File: src/rtl/apb_cmd_pkg.sv
// Shared types and default sizes for the APB command requester.
// The FIFO entry layout is fixed by the default widths below.
package apb_cmd_pkg;

   localparam int CMD_DATA_W  = 8;
   localparam int CMD_ADDR_W  = 4;
   localparam int CMD_DEPTH   = 4;
   localparam int CMD_TIMEOUT = 16;

   typedef enum logic [1:0] {
      IDLE,
      SETUP,
      ACCESS
   } apb_state_e;

   typedef struct packed {
      logic                  write;
      logic [CMD_ADDR_W-1:0] addr;
      logic [CMD_DATA_W-1:0] wdata;
   } apb_cmd_t;

endpackage

File: src/rtl/apb_cmd_fifo.sv
// Command FIFO with extra-MSB pointers.
// A push into a full FIFO is refused even when a pop happens in the same cycle.
module apb_cmd_fifo
   import apb_cmd_pkg::*;
#(
   parameter int DEPTH = CMD_DEPTH
) (
   input  logic     i_clk,
   input  logic     i_rst_n,
   input  logic     i_push,
   input  apb_cmd_t i_cmd,
   input  logic     i_pop,
   output apb_cmd_t o_cmd,
   output logic     o_full,
   output logic     o_empty
);

   localparam int AW = $clog2(DEPTH);

   logic [AW:0] r_wr_ptr;
   logic [AW:0] r_rd_ptr;
   apb_cmd_t    r_mem [DEPTH];
   logic        w_wr;
   logic        w_rd;

   assign o_full  = (r_wr_ptr[AW] != r_rd_ptr[AW]) &&
                    (r_wr_ptr[AW-1:0] == r_rd_ptr[AW-1:0]);
   assign o_empty = (r_wr_ptr == r_rd_ptr);
   assign w_wr    = i_push && !o_full;
   assign w_rd    = i_pop && !o_empty;
   assign o_cmd   = r_mem[r_rd_ptr[AW-1:0]];

   always_ff @(posedge i_clk or negedge i_rst_n) begin
      if (!i_rst_n) begin
         r_wr_ptr <= '0;
         r_rd_ptr <= '0;
      end else begin
         if (w_wr) r_wr_ptr <= r_wr_ptr + 1'b1;
         if (w_rd) r_rd_ptr <= r_rd_ptr + 1'b1;
      end
   end

   always_ff @(posedge i_clk) begin
      if (w_wr) r_mem[r_wr_ptr[AW-1:0]] <= i_cmd;
   end

endmodule

File: src/rtl/apb_cmd_master.sv
// APB requester: queues read/write commands and runs each through SETUP/ACCESS.
// One registered response per command; stuck slaves are aborted after TIMEOUT waits.
module apb_cmd_master
   import apb_cmd_pkg::*;
#(
   parameter int DATA_W  = CMD_DATA_W,
   parameter int ADDR_W  = CMD_ADDR_W,
   parameter int DEPTH   = CMD_DEPTH,
   parameter int TIMEOUT = CMD_TIMEOUT
) (
   input  logic              PCLK,
   input  logic              PRESETn,
   input  logic              cmd_valid,
   output logic              cmd_ready,
   input  logic              cmd_write,
   input  logic [ADDR_W-1:0] cmd_addr,
   input  logic [DATA_W-1:0] cmd_wdata,
   output logic              rsp_valid,
   output logic              rsp_write,
   output logic [DATA_W-1:0] rsp_rdata,
   output logic              rsp_err,
   output logic              busy,
   output logic              PSELx,
   output logic              PENABLE,
   output logic              PWRITE,
   output logic [ADDR_W-1:0] PADDR,
   output logic [DATA_W-1:0] PWDATA,
   input  logic [DATA_W-1:0] PRDATA,
   input  logic              PREADY
);

   localparam int CW = $clog2(TIMEOUT + 1);

   apb_state_e        r_state;
   apb_state_e        w_next;
   logic [CW-1:0]     r_wait;
   logic              r_pwrite;
   logic [ADDR_W-1:0] r_paddr;
   logic [DATA_W-1:0] r_pwdata;
   logic              r_rsp_valid;
   logic              r_rsp_write;
   logic [DATA_W-1:0] r_rsp_rdata;
   logic              r_rsp_err;

   apb_cmd_t w_push_cmd;
   apb_cmd_t w_head;
   logic     w_full;
   logic     w_empty;
   logic     w_done;
   logic     w_abort;
   logic     w_pop;
   logic     w_psel;
   logic     w_penable;

   assign w_push_cmd = '{write: cmd_write, addr: cmd_addr, wdata: cmd_wdata};

   apb_cmd_fifo #(
      .DEPTH (DEPTH)
   ) u_fifo (
      .i_clk   (PCLK),
      .i_rst_n (PRESETn),
      .i_push  (cmd_valid),
      .i_cmd   (w_push_cmd),
      .i_pop   (w_pop),
      .o_cmd   (w_head),
      .o_full  (w_full),
      .o_empty (w_empty)
   );

   assign w_done  = (r_state == ACCESS) && PREADY;
   assign w_abort = (r_state == ACCESS) && !PREADY &&
                    (r_wait == CW'(TIMEOUT - 1));
   // An abort never pops: the queue waits for a fresh pass through IDLE.
   assign w_pop   = !w_empty && ((r_state == IDLE) || w_done);

   always_ff @(posedge PCLK or negedge PRESETn) begin
      if (!PRESETn) r_state <= IDLE;
      else          r_state <= w_next;
   end

   always_comb begin
      w_next = r_state;
      unique case (r_state)
         IDLE:    if (!w_empty) w_next = SETUP;
         SETUP:   w_next = ACCESS;
         ACCESS: begin
            if (w_done)       w_next = w_empty ? IDLE : SETUP;
            else if (w_abort) w_next = IDLE;
         end
         default: w_next = IDLE;
      endcase
   end

   always_comb begin
      w_psel    = 1'b0;
      w_penable = 1'b0;
      unique case (r_state)
         IDLE:    ;
         SETUP:   w_psel = 1'b1;
         ACCESS: begin
            w_psel    = 1'b1;
            w_penable = 1'b1;
         end
         default: ;
      endcase
   end

   always_ff @(posedge PCLK or negedge PRESETn) begin
      if (!PRESETn) begin
         r_pwrite <= 1'b0;
         r_paddr  <= '0;
         r_pwdata <= '0;
         r_wait   <= '0;
      end else begin
         if (w_pop) begin
            r_pwrite <= w_head.write;
            r_paddr  <= w_head.addr;
            r_pwdata <= w_head.wdata;
            r_wait   <= '0;
         end else if ((r_state == ACCESS) && !PREADY) begin
            r_wait   <= r_wait + 1'b1;
         end
      end
   end

   always_ff @(posedge PCLK or negedge PRESETn) begin
      if (!PRESETn) begin
         r_rsp_valid <= 1'b0;
         r_rsp_write <= 1'b0;
         r_rsp_rdata <= '0;
         r_rsp_err   <= 1'b0;
      end else begin
         r_rsp_valid <= w_done || w_abort;
         r_rsp_write <= (w_done || w_abort) && r_pwrite;
         r_rsp_rdata <= (w_done && !r_pwrite) ? PRDATA : '0;
         r_rsp_err   <= w_abort;
      end
   end

   assign cmd_ready = !w_full;
   assign busy      = !w_empty || (r_state != IDLE);
   assign PSELx     = w_psel;
   assign PENABLE   = w_penable;
   assign PWRITE    = r_pwrite;
   assign PADDR     = r_paddr;
   assign PWDATA    = r_pwdata;
   assign rsp_valid = r_rsp_valid;
   assign rsp_write = r_rsp_write;
   assign rsp_rdata = r_rsp_rdata;
   assign rsp_err   = r_rsp_err;

endmodule

File: config.mk
export PLATFORM = sky130hd
export DESIGN_NAME = apb_cmd_master
export DESIGN_NICKNAME = d
export VERILOG_FILES = /design/src/rtl/apb_cmd_pkg.sv /design/src/rtl/apb_cmd_fifo.sv /design/src/rtl/apb_cmd_master.sv
export SDC_FILE = /design/constraint.sdc
export NUM_CORES = 1
export LEC_CHECK = 0
export ABC_AREA = 1
export CORE_ASPECT_RATIO = 0.9
export CORE_MARGIN = 4
export CORE_UTILIZATION = 34
export CTS_CLUSTER_DIAMETER = 200
export CTS_CLUSTER_SIZE = 20
export DETAILED_ROUTE_END_ITERATION = 8
export PLACE_DENSITY = 0.62
export SKIP_CTS_REPAIR_TIMING = 1
export SLEW_MARGIN = 25
export SYNTH_ARGS = -nofsm -noshare
export SYNTH_HDL_FRONTEND = slang
export SYNTH_SLANG_ARGS = --single-unit
File: constraint.sdc
create_clock -name PCLK -period 2 [get_ports PCLK]
set_clock_uncertainty 0.15 [all_clocks]
set_input_delay 0.4 -clock PCLK [delete_from_list [all_inputs] [get_ports PCLK]]
set_output_delay 0.4 -clock PCLK [all_outputs]
set_load 0.005 [all_outputs]
# After elaboration in Yosys (flattened, before gate mapping)
# Memory sizes are Yosys's and may differ from the RTL's. A register that Yosys moved wholly into a read port is not among the register bits.
# Cells that the tools add are included.
# totals
register_bits,24
ram_bits,52
input_bits,25
output_inout_bits,28
wordCells,54
n_memories,1
# mem_list
memory,depth,width,read_ports,rd_clocked_by_memory_dff,wr,line,rtl
u_fifo.r_mem,4,13,1,1,1,apb_cmd_fifo.sv:22,apb_cmd_t r_mem [DEPTH];
# op_classes
addsub,3
n_eq_ne,8
muxes,12
reduce_logical,22
# op_table
op,count
$mux W5,2
$logic_and A1 B1 Y1,9
$mux W8,1
$add A3 B1 Y3 const B,2
$mux W2,3
$pmux W2 S3,1
$add A5 B1 Y5 const B,1
$eq A5 B4 Y1 const B,1
$logic_not A1 Y1,5
$mux W1,5
$reduce_bool A2 Y1,2
$eq A3 B3 Y1,1
$logic_or A1 B1 Y1,3
$ne A3 B3 Y1 const B,1
$eq A2 B1 Y1 const B,1
$eq A2 B2 Y1,1
$eq A2 B2 Y1 const B,1
$logic_not A2 Y1,1
$ne A2 B2 Y1 const B,1
$reduce_and A2 Y1,1
$reduce_or A2 Y1,1
$ne A1 B1 Y1,1

# Logic depth before layout (Yosys ltp)
# depth
depth_word,6
depth_mapped,10
depth_no_buf,9

# Hierarchy
# From an unflattened synthesis, not the netlist that was laid out.
# unflattened
hier_cells,338
hier_area_um2,3756.1
# by_module_without_submodules
module,n_inst,cells_per_inst,area_each_um2,seq_area_each_um2
apb_cmd_fifo,1,186,2397.3,1711.6
apb_cmd_master,1,152,1358.8,775.7

# Worst setup path after synthesis
# OpenSTA, ideal clock, no wires.
# synth_timing
kind,register -> register
startpoint,register u_fifo.r_rd_ptr[0]
endpoint,"memory u_fifo.r_mem[0][0] (netlist name), enable pin"
setup_ps,382
arrival_ps,1496
required_ps,1468
slack_ps,-28
path_stages_with_launch,7
n_path_buf,1
period_less_slack_ps,2028
cell_sequence,dfrtp_1 buf_6 nand2_1 nand2_4 nand4_2 nand2_2 nor2_1
# synth_between
elab_chain_len,6
# synth_lines
element,line,rtl
from (decl),apb_cmd_fifo.sv:21,logic [AW:0] r_rd_ptr;
from (signal assigned),apb_cmd_fifo.sv:39,if (w_rd) r_rd_ptr <= r_rd_ptr + 1'b1;
$eq A2 B2 Y1,apb_cmd_fifo.sv:27,(r_wr_ptr[AW-1:0] == r_rd_ptr[AW-1:0]);
$logic_and A1 B1 Y1,apb_cmd_fifo.sv:26,assign o_full = (r_wr_ptr[AW] != r_rd_ptr[AW]) &&
$logic_not A1 Y1,-,
net cmd_ready,apb_cmd_master.sv:14,"output logic cmd_ready,"
$logic_and A1 B1 Y1,apb_cmd_fifo.sv:29,assign w_wr = i_push && !o_full;
$mux W1,apb_cmd_fifo.sv:44,if (w_wr) r_mem[r_wr_ptr[AW-1:0]] <= i_cmd;
$mux W1 (implied by the code),apb_cmd_fifo.sv:44,
to (decl),apb_cmd_fifo.sv:22,
# The timed path passes the listed nets, and every way through them passes these cells.

# Final worst setup path
# layout_timing
startpoint,register u_fifo.r_wr_ptr[1]
endpoint,output busy
# layout_between
elab_chain_len,3
# layout_lines
element,line,rtl
from (decl),apb_cmd_fifo.sv:20,logic [AW:0] r_wr_ptr;
from (signal assigned),apb_cmd_fifo.sv:38,if (w_wr) r_wr_ptr <= r_wr_ptr + 1'b1;
$eq A3 B3 Y1,apb_cmd_fifo.sv:28,assign o_empty = (r_wr_ptr == r_rd_ptr);
$logic_not A1 Y1,apb_cmd_master.sv:141,assign busy = !w_empty || (r_state != IDLE);
$logic_or A1 B1 Y1,apb_cmd_master.sv:141,
to (decl),apb_cmd_master.sv:22,"output logic busy,"
# Every way passes these cells.

==> reports/metrics.csv <==
stage;metric;value;unit
placed_design;gp_congestion;0.774;
logic_synthesis;avgSynthCellArea;11.5;um2
clocking;cts.sinks;89;
drt;drt_iter0_markers;142;
clocking;ctsRootBufferMaster;clkbuf_16;
sta;hold-worst-slack;-0.0451;ns
worst_setup_path;crit_chain;inv_2 > nand2_1 > nand2_2 > nand4_1 > clkbuf_2;
sta;rsz0062_at_grt;false;
worst_setup_path;critPathArrivalTime;1.36;ns
logic_synthesis;ys_warn_count;0;
finish;nFillCells;950;
drt;drt-wirelength-per-cell;14.7;um
floorplanning;placementRows;35;
global_routing;grtUsageMet3;3.98;%
run_status;outcome;finished, violations left;
finish;drive_gt1_share;14.1;%
finish;mostFrequentLayoutCells;nand2_1, edfxtp_1, nor2_1, clkdlybuf4s50_1, dfrtp_1;
sta;slew_violations;0;
placed_design;dpl.hpwl;5.04;mm
sta;finalCriticalPeriod;1.91;ns
pwr;leakage;2.04;nW
sta;setup_viol;0;
finish;final_util;46.4;%
placed_design;place_area;0.00444;mm2
clocking;tritoncts;yes;
finish;final_nets;428;
finish;final_common_cell;nand2_1;
worst_setup_path;start_kind;flop;
floorplanning;die_width;117;um
worst_setup_path;critPathKind;reg -> out;
global_routing;antenna_found_initial;0;
sta;max_freq;0.525;GHz
worst_setup_path;path_delay_family;flip-flops;
global_routing;grt_usage;13.2;%
placed_design;dp.cells;505;
pwr;p_total;7.31;mW
global_routing;met2_usage;21.2;%
drt;vias;2421;
floorplanning;core;0.0104;mm2
worst_setup_path;cp_data_required_time;1.45;ns
placed_design;place_ws;0.102;ns
sta;final.period_utilization;95.3;%
worst_setup_path;crit_start;u_fifo.r_wr_ptr[1]$_DFFE_PN0P_;
run_status;violations;negative hold slack;
job;drv_cap;0;
drt;via_per_inst;4.60;
logic_synthesis;ys_seq_elements;89;
logic_synthesis;synth.lib_cells_used.distinct;27;
finish;stdcell_area;0.00482;mm2
global_routing;grt_pass1_wl;12.6;mm
clocking;cts.clk_slew.worst_paths;0.06;ns
finish;finalNonFillerCells;526;
floorplanning;die_h;106;um
worst_setup_path;critPathBufInv;2;
worst_setup_path;crit_fanout;5;
clocking;cts_buffers;9;
global_routing;grt_pass1_vias;2467;
worst_setup_path;slowest_stage;dfrtp_1;
finish;num_antenna_cells;0;
placed_design;port-buffer-count;52;
floorplanning;start_util;35.2;%
finish;syn2layout_area_growth;31.9;%
sta;finalHoldViolCount;37;
global_routing;busiest_layer;met2;
floorplanning;die_area;0.0125;mm2
drt;antenna_left;0;
sta;slew_headroom;68.0;%
worst_setup_path;worstReg2RegStart;u_fifo.r_wr_ptr[0]$_DFFE_PN0P_;
sta;worst_slack;0.0947;ns
drt;drt_wl_total;7.71;mm
logic_synthesis;syn_nets;355;
clocking;cts_max_path_buffers;2;
global_routing;grt-ovfl-total;0;
logic_synthesis;yosysSeqAreaShare;68.1;%
floorplanning;io_pins;53;
global_routing;grt_max_degree;38;
worst_setup_path;crit_path_end_kind;output pin;
worst_hold_path;hold_path.class;in -> async;
global_routing;met1_usage;17.5;%
drt;drc;0;
pwr;power_density;1520;mW/mm2
sta;tns;0;ns
logic_synthesis;synth_area;0.00365;mm2
sta;tightest_slew;0.480;ns
clocking;htree_num_levels;3;
drt;drtPass1Iterations;4;
logic_synthesis;postSynthCellCount;319;
worst_setup_path;max_stage_delay;0.43;ns
pwr;irDropWorstVdd;0.642;mV
clocking;insertion_delay;0.34;ns
==> final cells by class <==
| class | count | area (um2) | share of cell area [%] |
|---|---|---|---|
| well taps | 129 | 161 | 3.35 |
| inverters | 30 | 115 | 2.39 |
| flip-flops and latches | 89 | 2490 | 51.6 |
| multi-input cells | 190 | 1000 | 20.8 |
| repair buffers | 72 | 731 | 15.2 |
| clock buffers | 13 | 279 | 5.79 |
| clock inverters | 3 | 45.0 | 0.935 |
==> cells in the mapped netlist <==
cell | number | area, um2
a21oi_1 | 1 | 5.00
a21oi_2 | 1 | 8.76
buf_2 | 2 | 10.0
buf_4 | 1 | 7.51
buf_6 | 3 | 33.8
clkbuf_1 | 4 | 15.0
dfrtp_1 | 37 | 926
edfxtp_1 | 52 | 1560
ha_1 | 11 | 138
inv_1 | 27 | 101
inv_2 | 2 | 7.51
inv_4 | 1 | 6.26
nand2_1 | 64 | 240
nand2_2 | 3 | 18.8
nand2_4 | 2 | 22.5
nand3_1 | 6 | 30.0
nand3_4 | 1 | 17.5
nand4_1 | 2 | 12.5
nand4_2 | 1 | 12.5
nor2_1 | 47 | 176
nor2_2 | 1 | 6.26
o21a_1 | 1 | 7.51
o21ai_0 | 29 | 145
o21ai_2 | 2 | 17.5
o22ai_1 | 12 | 75.1
xnor2_1 | 2 | 17.5
xor2_1 | 4 | 35.0
==> cells by family (layout without fill, tap and decap cells) <==
logic type | Yosys count | in the layout | share of synthesized area [%]
flip-flops | 89 | 89 | 68.1
AO/OA/AOI/OAI | 46 | 46 | 7.09
buffers and inverters | 40 | 118 | 4.96
XOR/XNOR | 6 | 6 | 1.44
AND/OR/NAND/NOR | 127 | 127 | 14.7
adder cells (fa/ha/maj) | 11 | 11 | 3.77
==> flip-flops by register name, summed over array words and instances, names as in the netlist, 2 cells and up <==
signal	flops
PADDR	4
u_fifo.r_rd_ptr	3
rsp_rdata	8
r_wait	5
u_fifo.r_mem	52
r_state	2
PWDATA	8
u_fifo.r_wr_ptr	3
==> where the power goes <==
group | internal [mW] | total (mW) | switching [mW]
sequential | 2.45 | 2.68 | 0.232
combinational | 1.24 | 2.84 | 1.60
clock | 1.11 | 1.78 | 0.671
total | 4.80 | 7.31 | 2.50
==> layer usage <==
layer	vias to the layer above	part of all wire, %
li1	1203	-
met1	1148	47
met2	63	47
met3	7	5.5
met4	0	1.0
met5	-	0
==> final timing paths <==
| path | cells past startpoint | end | slack, ns |
|---|---|---|---|
| worst max-delay path | 5 | busy | 0.09 |
| worst min-delay path | 2 | r_state[1]$_DFFE_PN0P_ | -0.05 |
| worst max register to register | 8 | u_fifo.r_mem[1][2]$_DFFE_PP_ | 0.13 |
| worst min register to register | 2 | PWDATA[4]$_DFFE_PN0P_ | 0.34 |
| max in group asynchronous | 2 | PWDATA[2]$_DFFE_PN0P_ | 1.40 |
| min in group PCLK | 2 | PWDATA[4]$_DFFE_PN0P_ | 0.34 |
Power figures use the tool's default switching activity.
